$ cat config.mk
export PLATFORM = sky130hd
export DESIGN_NAME = regfile_dump_reader
export DESIGN_NICKNAME = d
export VERILOG_FILES = /design/src/rtl/regdump_pkg.sv /design/src/rtl/word_serializer.sv /design/src/rtl/regfile_dump_reader.sv
export SDC_FILE = /design/constraint.sdc
export NUM_CORES = 1
export LEC_CHECK = 0
export ABC_CLOCK_PERIOD_IN_PS = 2000
export CAP_MARGIN = 20
export CORE_AREA = 5 5 76 78
export CTS_BUF_LIST = sky130_fd_sc_hd__clkbuf_2
export DETAILED_ROUTE_END_ITERATION = 6
export DIE_AREA = 0 0 81 83
export PLACE_DENSITY = 0.71
export SYNTH_ARGS = -nofsm -noshare
export SYNTH_HDL_FRONTEND = slang
export SYNTH_SLANG_ARGS = --single-unit
$ cat constraint.sdc
create_clock -name clk -period 2 [get_ports clk]
set_clock_uncertainty 0.2 [all_clocks]
set_input_delay 0.4 -clock clk [delete_from_list [all_inputs] [get_ports clk]]
set_output_delay 0.4 -clock clk [all_outputs]
set_load 0.02 [all_outputs]
$ cat src/rtl/regdump_pkg.sv
// Shared definitions for the register-file dump reader: FSM state encoding and word/byte sizing.
package regdump_pkg;

    typedef enum logic [2:0] {
        ST_IDLE  = 3'd0,
        ST_LOAD  = 3'd1,
        ST_SEND  = 3'd2,
        ST_NEXT  = 3'd3,
        ST_CKSUM = 3'd4,
        ST_DONE  = 3'd5
    } state_e;

    localparam int DATA_WIDTH_DEFAULT = 32;
    localparam int BYTES_PER_WORD     = DATA_WIDTH_DEFAULT / 8;

    function automatic int bytes_per_word(input int data_width);
        return data_width / 8;
    endfunction

endpackage

$ cat src/rtl/word_serializer.sv
// Holds one register word and presents it a byte at a time, least significant byte first.
module word_serializer
    import regdump_pkg::*;
#(
    parameter int DATA_WIDTH = 32
) (
    input  logic                  clk,
    input  logic                  rst_n,
    input  logic                  load,
    input  logic                  shift,
    input  logic [DATA_WIDTH-1:0] data,
    output logic [7:0]            tx_byte,
    output logic                  last
);

    localparam int BPW   = bytes_per_word(DATA_WIDTH);
    localparam int CNT_W = (BPW > 1) ? $clog2(BPW) : 1;

    logic [DATA_WIDTH-1:0] word;
    logic [CNT_W-1:0]      byte_cnt;

    assign last    = (byte_cnt == CNT_W'(BPW - 1));
    assign tx_byte = word[7:0];

    // A shift on the final byte leaves the word alone; the next load refills it.
    always_ff @(posedge clk or negedge rst_n) begin
        if (!rst_n) begin
            word     <= '0;
            byte_cnt <= '0;
        end else if (load) begin
            word     <= data;
            byte_cnt <= '0;
        end else if (shift && !last) begin
            word     <= word >> 8;
            byte_cnt <= byte_cnt + CNT_W'(1);
        end
    end

endmodule

$ cat src/rtl/regfile_dump_reader.sv
// Walks the register file through one read port and streams every word as LE bytes.
// Optional trailing XOR checksum byte when REGDUMP_CHECKSUM_EN is defined.
module regfile_dump_reader
    import regdump_pkg::*;
#(
    parameter int DATA_WIDTH = 32,
    parameter int NREGS      = 32,
    parameter int ADDR_WIDTH = 5
) (
    input  logic                  clk,
    input  logic                  i_rst_n,
    input  logic                  i_start,
    output logic                  o_busy,
    output logic                  o_done,
    output logic [ADDR_WIDTH-1:0] o_rd_addr,
    input  logic [DATA_WIDTH-1:0] i_rd_data,
    output logic [7:0]            o_tx_data,
    output logic                  o_tx_valid,
    input  logic                  i_tx_ready
);

    localparam logic [ADDR_WIDTH-1:0] LAST_ADDR = ADDR_WIDTH'(NREGS - 1);

    // Byte stream: o_tx_valid/o_tx_data come only from registered state and
    // hold until i_tx_ready is seen in the same cycle; ready never feeds valid.
    state_e     state;
    state_e     next_state;
    logic       load;
    logic       shift;
    logic [7:0] ser_byte;
    logic       ser_last;

    word_serializer #(
        .DATA_WIDTH(DATA_WIDTH)
    ) u_ser (
        .clk     (clk),
        .rst_n   (i_rst_n),
        .load    (load),
        .shift   (shift),
        .data    (i_rd_data),
        .tx_byte (ser_byte),
        .last    (ser_last)
    );

    always_ff @(posedge clk or negedge i_rst_n) begin
        if (!i_rst_n) state <= ST_IDLE;
        else          state <= next_state;
    end

    always_comb begin
        next_state = state;
        load       = 1'b0;
        shift      = 1'b0;
        case (state)
            ST_IDLE: if (i_start) next_state = ST_LOAD;
            ST_LOAD: begin
                load       = 1'b1;
                next_state = ST_SEND;
            end
            ST_SEND: if (i_tx_ready) begin
                shift = 1'b1;
                if (ser_last) next_state = ST_NEXT;
            end
            ST_NEXT: begin
                if (o_rd_addr == LAST_ADDR) begin
`ifdef REGDUMP_CHECKSUM_EN
                    next_state = ST_CKSUM;
`else
                    next_state = ST_DONE;
`endif
                end else begin
                    next_state = ST_LOAD;
                end
            end
`ifdef REGDUMP_CHECKSUM_EN
            ST_CKSUM: if (i_tx_ready) next_state = ST_DONE;
`endif
            ST_DONE: next_state = ST_IDLE;
            default: next_state = ST_IDLE;
        endcase
    end

    // The address only moves in NEXT, so it is settled throughout LOAD.
    always_ff @(posedge clk or negedge i_rst_n) begin
        if (!i_rst_n) begin
            o_rd_addr <= '0;
        end else if (state == ST_IDLE && i_start) begin
            o_rd_addr <= '0;
        end else if (state == ST_NEXT && o_rd_addr != LAST_ADDR) begin
            o_rd_addr <= o_rd_addr + ADDR_WIDTH'(1);
        end
    end

`ifdef REGDUMP_CHECKSUM_EN
    logic [7:0] cksum;

    always_ff @(posedge clk or negedge i_rst_n) begin
        if (!i_rst_n) begin
            cksum <= '0;
        end else if (state == ST_IDLE && i_start) begin
            cksum <= '0;
        end else if (state == ST_SEND && i_tx_ready) begin
            cksum <= cksum ^ ser_byte;
        end
    end

    assign o_tx_valid = (state == ST_SEND) || (state == ST_CKSUM);

    always_comb begin
        o_tx_data = 8'h00;
        if (state == ST_SEND)       o_tx_data = ser_byte;
        else if (state == ST_CKSUM) o_tx_data = cksum;
    end
`else
    assign o_tx_valid = (state == ST_SEND);

    always_comb begin
        o_tx_data = 8'h00;
        if (state == ST_SEND) o_tx_data = ser_byte;
    end
`endif

    assign o_busy = (state != ST_IDLE) && (state != ST_DONE);
    assign o_done = (state == ST_DONE);

endmodule

### Yosys cells after proc, flatten, opt, wreduce, memory -nomap -nowiden

Index checks and enable logic that the tools add are counted.

| storage, ports and cells | value |
|---|---|
| memories kept | 0 |
| latch bits | 0 |
| register bits after elaboration | 42 |
| output and inout bits | 16 |
| bits in writable memories | 0 |
| bits of input ports | 36 |
| ROM bits | 0 |
| word-level logic and storage cells | 42 |

| cells by class | value |
|---|---|
| multiplexer cells | 15 |
| divide/modulo/power cells | 0 |
| $lt $le $gt $ge | 0 |
| shifts and indexed selects | 0 |
| $mul | 0 |
| equal/unequal tests | 11 |
| reduce and logical (&&, ||, !) cells | 10 |
| bitwise operators | 0 |
| add/subtract/negate cells | 2 |

Operators with widths:

| cell | number |
|---|---|
| $mux 32 | 2 |
| $mux 3 | 4 |
| $pmux 3 s4 | 1 |
| $mux 5 | 2 |
| $mux 8 | 1 |
| $eq 3x2->1 const B | 2 |
| $add 5x1->5 const B | 1 |
| $eq 5x5->1 const B | 1 |
| $ne 5x5->1 const B | 1 |
| $logic_and 1x1->1 | 4 |
| $mux 2 | 2 |
| $ne 2x1->1 const B | 2 |
| $reduce_bool 2->1 | 2 |
| $eq 3x1->1 const B | 1 |
| $eq 3x3->1 const B | 1 |
| $logic_not 3->1 | 1 |
| $mux 1 | 3 |
| $ne 3x3->1 const B | 1 |
| $reduce_and 3->1 | 1 |
| $reduce_bool 3->1 | 1 |
| $add 2x1->2 const B | 1 |
| $eq 2x2->1 const B | 1 |
| $ne 2x2->1 const B | 1 |
| $logic_not 1->1 | 1 |

### Depth between registers and ports, before layout

Gate-level depths: netlist of run 1.

| depth | value |
|---|---|
| depth in word-level cells | 5 |
| mapped depth | 6 |
| mapped depth without buffers | 6 |

### Hierarchy

A second synthesis of run 1 with hierarchy kept.

| second synthesis, totals | value |
|---|---|
| cell total of the unflattened synthesis | 204 |
| area, all modules | 2119.5 um2 |

By module, submodules not included:

| module | cells each | seq. area each (um2) | area an instance (um2) | instances |
|---|---|---|---|---|
| word_serializer | 155 | 850.8 | 1611.5 | 1 |
| regfile_dump_reader | 49 | 200.2 | 508.0 | 1 |

### Least setup slack after synthesis of run 1

OpenSTA, ideal clock, no wires.

| timing path | value |
|---|---|
| path kind | reg-to-output |
| start | register state[0] |
| end | output o_tx_data[0] |
| required time | 1.400 ns |
| path slack | -0.056 ns |
| path buffers | 2 |
| arrival | 1.456 ns |
| stages on the path, launching flop included | 6 |
| cell sequence | dfrtp_1 buf_6 or3b_4 inv_2 buf_2 and2_1 |

| between the ends | value |
|---|---|
| longest elaborated chain between the ends | 2 |

RTL lines:

| what | line | RTL |
|---|---|---|
| start, declared | regfile_dump_reader.sv:26 | `state_e state;` |
| start signal, assigned | regfile_dump_reader.sv:47 | `else state <= next_state;` |
| $eq 3x2->1 | n/a |  |
| via o_tx_valid | regfile_dump_reader.sv:18 | `output logic o_tx_valid,` |
| $mux 8 | regfile_dump_reader.sv:119 | `if (state == ST_SEND) o_tx_data = ser_byte;` |
| end, declared | regfile_dump_reader.sv:17 | `output logic [7:0] o_tx_data,` |

The timed path passes the listed nets, and every way through them passes these cells.

### Worst setup path after layout of run 1

| timing path | value |
|---|---|
| start | register state[0] |
| end | output o_tx_data[7] |

| between the ends | value |
|---|---|
| longest elaborated chain between the ends | 2 |

RTL lines:

| what | line |
|---|---|
| $eq 3x2->1 | regfile_dump_reader.sv:119 |
| $mux 8 | regfile_dump_reader.sv:119 |

Every way passes these cells.

==> impl_metrics.py, run 1 <==
metrics = {
    "floorplanning": {
        "start_util_pct": 43.81,
        "rows": 26,
        "die_x_um": 81,
        "fp.dieH_um": 83,
        "die_area_um2": 6723,
        "ios": 52,
        "core_um2": 5010,
    },
    "placement": {
        "dpl_cell_area_um2": 2849,
        "pre_cts_ws_ns": -0.2529,
        "dp_hpwl_um": 3598,
        "io_buffer_count": 51,
        "gp_congestion": 0.7740,
    },
    "critical_path": {
        "startpoint_type": "flop",
        "crit_path_start": "state[0]$_DFFE_PN0P_",
        "worst-r2r-cell-count": 7,
        "r2r_end": "u_ser.word[22]$_DFFE_PN0P_",
        "required_ns": 1.40,
        "rrSetupSlack_ns": 0.06,
        "path_class": "flop to primary output",
        "worstReg2RegStart": "state[0]$_DFFE_PN0P_",
        "worstPathMaxFanout": 10,
        "crit_arrival_ns": 1.56,
        "endpoint_kind": "primary output",
        "cp-endpoint": "o_tx_data[7]",
    },
    "synthesis": {
        "post-synth-top-area-cell": "dfrtp_1",
        "ys.flop_type": "dfrtp_1",
        "synth-seq-cells": 42,
        "syn-cell-area_um2": 2195,
        "synthTopCellsByCount": "dfrtp_1 (42), nand2_1 (42), and3_1 (16), nand3b_1 (13), o21ai_0 (13)",
        "synth_top_area_share_pct": 47.89,
        "synth_async_sr_flop_share_pct": 100.0,
        "synth_edf_count": 0,
        "ys_warn_count": 0,
        "synth_nets": 263,
        "synth_cell_types": 39,
        "ys_seq_area_share_pct": 47.89,
        "synth_cells": 224,
        "ys_top_cells_by_area": "dfrtp_1 (48%), nand2_1 (7.2%), o211ai_2 (5.1%)",
        "syn_avg_cell_area_um2": 9.797,
    },
    "timing": {
        "rsz0062_at_grt": "true",
        "slew_headroom_pct": 73.62,
        "period_share_pct": 107.9,
        "setup_viol_count_final": 9,
        "layout_min_cycle_time_ns": 2.157,
        "slew_violations": 0,
        "max_freq_mhz": 463.5,
        "fin_ws_ns": -0.1574,
        "tightestPinTransition_ns": 0.3957,
        "hold_viol": 0,
    },
    "clock_network": {
        "insertion_delay_ns": 0.39,
        "cts_buffers": 5,
        "cts_root_buf": "clkbuf_2",
        "cts_buffer_depth": 2,
        "h-tree-depth": 2,
        "cts.sinks": 42,
        "clk_pin_slew_ns": 0.21,
        "cts_tree": "yes",
    },
    "grt": {
        "grt.total_usage_pct": 15.87,
        "antenna_found_initial": 0,
        "grt_pass1_wl_um": 8569,
        "grt-ovfl-total": 0,
        "grt_max_degree": 33,
        "grt_pass1_vias": 1822,
    },
    "status": {
        "status": "complete, but fails checks",
        "violations": "negative setup slack",
    },
    "cells_and_area": {
        "fin_nets": 325,
        "fin_area_um2": 3004,
        "n_fill_cell": 476,
        "syn2layout_area_growth_pct": 36.89,
        "antenna-diode-count": 0,
        "drive_gt1_share_pct": 26.57,
    },
    "drt": {
        "vias_per_cell": 5.118,
        "drtAntennaViolNets": 0,
        "wl_per_cell_um": 14.72,
        "num_vias": 1822,
        "drt-total-wl_um": 5241,
        "drtIter0Drc": 173,
        "drcViolationCount": 0,
        "drtPass1Iterations": 4,
    },
    "power_and_ir_drop": {
        "p_total_w": 0.003890,
        "p_per_area_nw_per_um2": 1295,
        "vdd_drop_max_v": 0.0004296,
        "power_frac_comb_pct": 55.3,
        "power_switching_share_pct": 39.85,
        "net-switching-power_w": 0.001550,
        "seq_power_share_pct": 36.1,
        "p_int_w": 0.002340,
        "pwr-share-clk_pct": 8.6,
        "leakage_nw": 1.388,
    },
    "run": {
        "max-cap-violations": 0,
    },
    "worst_hold_path": {
        "hold_class": "primary input to async pin",
    },
}
-- what timing repair did --
action                                 4_1_cts  5_1_grt
setup endpoints to repair                   17       15
gates cloned                                 0        1
endpoints found under the hold margin       16        0
pin swaps                                    1        3
gates resized for setup                     73       10
hold buffers                                 1        0
setup buffers                                2        3
-- layout by cell type, fill, tap and decap left out, drive strengths merged, types with 2 or more instances in the layout --
| master | instances |
|---|---|
| nand2 | 42 |
| a22o | 2 |
| nor2 | 8 |
| clkinv | 3 |
| and3 | 16 |
| nand3 | 5 |
| dfrtp | 42 |
| ha | 3 |
| mux2i | 2 |
| a221o | 2 |
| clkdlybuf4s50 | 34 |
| o21ai | 14 |
| mux2 | 2 |
| a31oi | 6 |
| nand3b | 13 |
| clkbuf | 6 |
| dlygate4sd2 | 5 |
| nand2b | 2 |
| a21oi | 6 |
| o211ai | 17 |
| buf | 34 |
| and2 | 8 |
| nor3b | 2 |
| or3b | 2 |
-- metrics by stage --
step                      hold slack [ns]  TNS [ns]  cells  utilization [%]
after floorplan                  -0.09559         0    224                -
after global placement             0.1409    -1.768    344            56.87
after detailed placement           0.1566    -2.001    344            56.87
after CTS                          0.2233    -1.674    353            58.27
after global routing               0.2108    -2.466    356            59.97
final                              0.2197    -1.262    356            59.97
-- routing by layer --
| layer | part of all wire (%) | GRT usage (%) | up-vias |
|---|---|---|---|
| met5 | 0 | 0 | - |
| met4 | 1.3 | 4.762 | 0 |
| met3 | 6.1 | 4.004 | 6 |
| met2 | 49 | 24.20 | 51 |
| met1 | 43 | 22.02 | 850 |
| li1 | - | - | 915 |
-- worst max-delay path, cell delays in order (launching register included) --
cell      delay (ns)
dfrtp_1         0.42
or3b_4          0.42
clkinv_4        0.08
and2_2          0.15
buf_6           0.11
-- layout make-up --
| class | count | area [um^2] | share of cell area (%) |
|---|---|---|---|
| Multi-Input combinational cell | 160 | 1077 | 35.86 |
| Inverter | 2 | 12.51 | 0.4165 |
| Timing Repair Buffer | 75 | 738.2 | 24.57 |
| Clock buffer | 5 | 25.02 | 0.8330 |
| Sequential cell | 42 | 1054 | 35.07 |
| Clock inverter | 2 | 10.01 | 0.3332 |
| Tap cell | 70 | 87.58 | 2.915 |
-- power by group through the flow --
stage | combinational, W | clock (W) | sequential, W
2_1_floorplan | 0.00135 | 0 | 0.00140
3_3_place_gp | 0.00191 | 0 | 0.00140
3_5_place_dp | 0.00195 | 0 | 0.00142
4_1_cts | 0.00202 | 0.000349 | 0.00140
5_1_grt | 0.00238 | 0.000401 | 0.00144
6_report | 0.00215 | 0.000333 | 0.00141
-- flip-flops by register name, indices dropped and copies added, names as in the netlist --
name,cells
o_rd_addr,5
state,3
u_ser.byte_cnt,2
u_ser.word,32
-- cell families (layout without fill, tap and decap cells) --
logic type	after synthesis	after routing	synth area share [%]
compound gates	49	49	16.53
simple gates	103	103	25.49
flops	42	42	47.89
fa+ha+maj	3	3	1.711
buf+inv	22	84	6.043
mux	4	4	1.938
xor+xnor	1	1	0.3992
-- how the worst min path moves through the flow --
stage / startpoint / to / slack [ns] / depth (start not counted)
2_1_floorplan: i_rst_n / o_rd_addr[0]$_DFFE_PN0P_ / -0.1 / 0
3_3_place_gp: i_rst_n / u_ser.word[11]$_DFFE_PN0P_ / 0.14 / 1
3_5_place_dp: i_rst_n / u_ser.word[11]$_DFFE_PN0P_ / 0.16 / 1
4_1_cts: i_rst_n / u_ser.word[11]$_DFFE_PN0P_ / 0.22 / 2
5_1_grt: i_rst_n / u_ser.word[11]$_DFFE_PN0P_ / 0.21 / 2
6_report: i_rst_n / u_ser.word[11]$_DFFE_PN0P_ / 0.22 / 2
(Power assumes the default switching activity.)
==> run 2: changes to the inputs <==
SETUP_SLACK_MARGIN = 0.2   (was unset)
==> run 2 against run 1 <==
Net effect: the run still ends with negative setup slack left; final area is 14% higher; critical path depth stayed put; wire length is 14% higher; sequential cell count stayed put; first-iteration DRC count is 2.9% lower; largest power group unchanged; largest cell class unchanged; setup slack worse by 0.054 ns; die area stayed put; non-clock buffer count is 19 higher; clock power hardly changed.
==> impl_metrics.py, run 2 (synthesis results as in run 1) <==
metrics = {
    "status": {
        "status": "complete, but fails checks",
        "violations": "negative setup slack",
    },
    "cells_and_area": {
        "antenna-diode-count": 0,
        "largest_reg_flops": 32,
        "max_flop_register": "u_ser.word",
        "reg_top3": "u_ser.word (32), o_rd_addr (5), state (3)",
        "fin_nets": 345,
        "syn2layout_area_growth_pct": 56.21,
        "n_fill_cell": 395,
        "most-common-layout-cells": "nand2_1 (41), dfrtp_1 (40), clkdlybuf4s50_1 (34)",
        "final_common_cell": "nand2_1",
        "drive_gt1_share_pct": 37.91,
    },
    "placement": {
        "gp_congestion": 0.7580,
        "dp_hpwl_um": 3531,
        "io_buffer_count": 51,
        "pre_cts_ws_ns": -0.2535,
    },
    "floorplanning": {
        "fp.dieH_um": 83,
        "start_util_pct": 43.81,
        "die_x_um": 81,
        "die_area_um2": 6723,
        "ios": 52,
        "core_um2": 5010,
        "rows": 26,
    },
    "timing": {
        "setup_viol_count_final": 10,
        "rsz0062_at_grt": "true",
        "tightestPinTransition_ns": 0.4890,
        "fin_ws_ns": -0.2109,
        "slew_violations": 0,
        "layout_min_cycle_time_ns": 2.211,
        "period_share_pct": 110.5,
        "setup_tns_ns": -1.888,
        "hold_viol": 0,
        "max_freq_mhz": 452.3,
        "slew_headroom_pct": 67.40,
    },
    "grt": {
        "antenna_found_initial": 0,
        "grt_pass1_wl_um": 9059,
        "grt.total_usage_pct": 16.82,
        "grt_pass1_vias": 1954,
        "grt_max_degree": 33,
        "grt-ovfl-total": 0,
    },
    "critical_path": {
        "crit_arrival_ns": 1.61,
        "crit_slowest_cell": "or3b_4",
        "required_ns": 1.40,
        "critical_path.cell_chain": "or3b_4 > inv_4 > and2_4 > buf_6",
        "endpoint_kind": "primary output",
        "worstPathMaxFanout": 5,
        "worstReg2RegStart": "state[0]$_DFFE_PN0P_",
        "rrSetupSlack_ns": 0,
        "r2r_end": "u_ser.word[22]$_DFFE_PN0P_",
        "path_class": "flop to primary output",
        "slowest_delay_ns": 0.45,
        "worst-path-buf-inv": 2,
        "path_delay_family": "simple AND/OR/NAND/NOR gates",
        "worst-r2r-cell-count": 7,
        "startpoint_type": "flop",
    },
    "clock_network": {
        "cts_buffer_depth": 2,
        "cts.sinks": 42,
        "clk_pin_slew_ns": 0.21,
        "cts_root_buf": "clkbuf_2",
        "h-tree-depth": 2,
        "cts_tree": "yes",
        "insertion_delay_ns": 0.40,
        "cts_buffers": 5,
    },
    "drt": {
        "wl_per_cell_um": 15.94,
        "vias_per_cell": 5.255,
        "drtIter0Drc": 168,
        "num_vias": 1976,
        "drtAntennaViolNets": 0,
        "drtPass1Iterations": 4,
        "drcViolationCount": 0,
        "drt-total-wl_um": 5992,
    },
    "run": {
        "max-cap-violations": 0,
    },
    "worst_hold_path": {
        "hold_class": "primary input to async pin",
    },
    "power_and_ir_drop": {
        "vdd_drop_max_v": 0.0005712,
        "p_per_area_nw_per_um2": 1350,
        "leakage_nw": 1.535,
    },
}
[run 2: final cells by class]
cell class | instances | area [um^2] | area share [%]
well taps | 70 | 87.58 | 2.555
multi-input cells | 160 | 1215 | 35.44
flip-flops and latches | 42 | 1054 | 30.73
repair inverters | 1 | 6.256 | 0.1825
repair buffers | 94 | 1017 | 29.67
clock buffers | 6 | 30.03 | 0.8759
clock inverters | 1 | 3.754 | 0.1095
inverters | 2 | 15.01 | 0.4380
[run 2: per-layer routing]
| layer | wire length, um | track usage (%) | part of all wire, % | vias up |
|---|---|---|---|---|
| li1 | - | - | - | 955 |
| met1 | 2575 | 21.83 | 43 | 948 |
| met2 | 2954 | 28.01 | 49 | 65 |
| met3 | 368 | 4.437 | 6.1 | 8 |
| met4 | 93 | 3.379 | 1.6 | 0 |
| met5 | 0 | 0 | 0 | - |
[run 2: repair_timing]
item / 4_1_cts / 5_1_grt
pin swaps: 11 / 8
setup buffers: 10 / 8
gates resized for setup: 102 / 40
hold buffers: 1 / 0
hold endpoints to repair: 19 / 0
setup endpoints to repair: 34 / 55
gates cloned: 2 / 3
[run 2: how the worst max path moves through the flow]
stage / start / end / slack [ns] / cells past startpoint
final: state[0]$_DFFE_PN0P_ / o_tx_data[3] / -0.21 / 4
after global routing: state[0]$_DFFE_PN0P_ / o_tx_data[3] / -0.28 / 4
after floorplan: o_rd_addr[1]$_DFFE_PN0P_ / o_rd_addr[0]$_DFFE_PN0P_ / 0.05 / 6
after detailed placement: state[2]$_DFFE_PN0P_ / o_tx_data[5] / -0.25 / 4
after global placement: state[2]$_DFFE_PN0P_ / o_tx_data[5] / -0.24 / 4
after CTS: state[0]$_DFFE_PN0P_ / o_tx_data[5] / -0.25 / 4
[run 2: per-stage QoR]
step / hold slack [ns] / utilization, % / power [W] / std cells / cell area, um^2
final: 0.2757 / 68.43 / 0.004628 / 376 / 3428
after global routing: 0.2924 / 68.43 / 0.004930 / 376 / 3428
after CTS: 0.2492 / 63.19 / 0.004145 / 365 / 3166
after detailed placement: 0.1880 / 58.12 / 0.003451 / 345 / 2912
after global placement: 0.1811 / 58.12 / 0.003385 / 345 / 2912
after floorplan: -0.09559 / - / 0.002837 / 224 / 2266
[run 2: report_power, final]
part / internal (W) / total (W) / switching (W)
clock: 0.0000816 / 0.000336 / 0.000254
sequential: 0.00121 / 0.00144 / 0.000229
combinational: 0.00152 / 0.00285 / 0.00133
total: 0.00282 / 0.00463 / 0.00181
==> RTL edit: new RTL, config.mk and constraints of run 1 <==
The parameter `ADDR_WIDTH` goes from 5 to 7.
--- a/src/rtl/regfile_dump_reader.sv
+++ b/src/rtl/regfile_dump_reader.sv
@@ -5,7 +5,7 @@
 #(
     parameter int DATA_WIDTH = 32,
     parameter int NREGS      = 32,
-    parameter int ADDR_WIDTH = 5
+    parameter int ADDR_WIDTH = 7
 ) (
     input  logic                  clk,
     input  logic                  i_rst_n,
Interface: changed (resized o_rd_addr); port bits go from 52 to 54. No check against the original RTL was run, so the function may have changed too.
==> RTL edit against run 1 <==
- the flow still finishes with violations (negative setup slack)
- wire length down 2.4%
- synthesized area down 1.4%
- cell area up 0.92%
- hold slack better by 36 ps
- combinational power down 6%
- critical path depth down 1
- final cell count down 0.84%
- synthesized cell count down 5.4%
- sequential cell count up 2
- power down 0.32%
- core utilization up 0.55 points
- setup slack better by 89 ps
- critical path type unchanged
- largest cell class is now flip-flops and latches
==> RTL edit: results (changes against run 1) <==
Parameter                              Value

Synth
  Sequential fraction of the synthesis area ... 0.509 (was 0.479)
  Area share of xor/xnor cells in the synthesized design ... 0.00810 (was 0.00399)
  Post-synthesis average cell area ... 10.2 um^2 (was 9.80 um^2)
  Syn_nets ... 250 (was 263)
  Share of synthesized cell area in full adder, half adder and majority cells ... 0.0116 (was 0.0171)
  Library cells used by synthesis ... 37 (was 39)

GRT
  First-pass GRT wire length ... 8740 um (was 8570 um)
  Met3 global-route usage ... 0.0390 (was 0.0400)
  Met2 track demand over resource ... 0.247 (was 0.242)
  Global-route met1 utilization ... 0.227 (was 0.220)

STA
  Setup TNS ... -539 ps (was -1260 ps)
  Worst-case setup margin in the final layout ... -67.9 ps (was -157 ps)
  Worst relative slew slack ... 0.674 (was 0.736)
  Final-report setup violation count ... 10 (was 9)
  Worst Hold Slack ... 256 ps (was 220 ps)

Critical path
  Gate family responsible for the most delay along the worst path ... flip-flops (was simple AND/OR/NAND/NOR gates)
  Setup crit start ... state[2] (was state[0])
  Worst Path Arrival ... 1470 ps (was 1560 ps)
  Reg2reg end ... u_ser.word[16] (was u_ser.word[22])
  Highest cell delay on the worst timing path ... 510 ps (was 420 ps)
  Endpoint of the worst setup timing path ... o_tx_data[1] (was o_tx_data[7])

Status
  Violations in the final reports ... negative setup slack (unchanged)
  Result of the run ... complete, but fails checks (unchanged)

Layout
  Proportion of cell area occupied by registers ... 0.365 (was 0.351)
  Invs w/o clock ... 4 (was 2)
  Fraction of layout cells with a size suffix above 1 ... 0.205 (was 0.266)
  Number of signal-net buffers in the layout ... 80 (was 75)
  Count of multi-input combinational gates ... 147 (was 160)

CTS
  CTS sink cnt ... 44 (was 42)

Route
  Met1 layer wirelength in the final routing ... 2270 um (about the same)
  Routed wire length on met2 ... 2480 um (was 2580 um)
  Wire length per cell after detailed routing ... 14.5 um (was 14.7 um)
  Number of DRC markers after the initial detailed-route iteration ... 122 (was 173)

Placed design
  DP Area ... 2820 um^2 (was 2850 um^2)
  Final weighted congestion in routability-driven placement ... 0.835 (was 0.774)
RTL edit: worst register-to-register path: cells and delay by family, from the launching register on:
family	cells	cell delay [ps]
buffers and inverters	4	530
and+or+nand+nor	1	280
DFF	1	490
AOI/OAI and AO/OA	2	350
RTL edit: what timing repair did:
item | in CTS | in global routing
hold buffers | 1 | 0
endpoints found under the hold margin | 20 | 0
setup buffers | 5 | 7
gates cloned | 1 | 0
setup endpoints to repair | 34 | 50
resized for setup | 77 | 14
pin swaps | 3 | 3
RTL edit: where the power goes:
part | internal (mW) | switching [mW] | total (mW) | leakage (nW)
sequential | 1.25 | 0.222 | 1.48 | 0.555
clock | 0.0809 | 0.298 | 0.379 | 0.0226
combinational | 1.05 | 0.974 | 2.02 | 0.855
RTL edit: stage by stage:
stage	setup WS (ps)	utilization
3_5_place_dp	-215	0.563
6_report	-67.9	0.605
3_3_place_gp	-210	0.563
5_1_grt	-216	0.605
4_1_cts	-140	0.587
2_1_floorplan	34.1	-
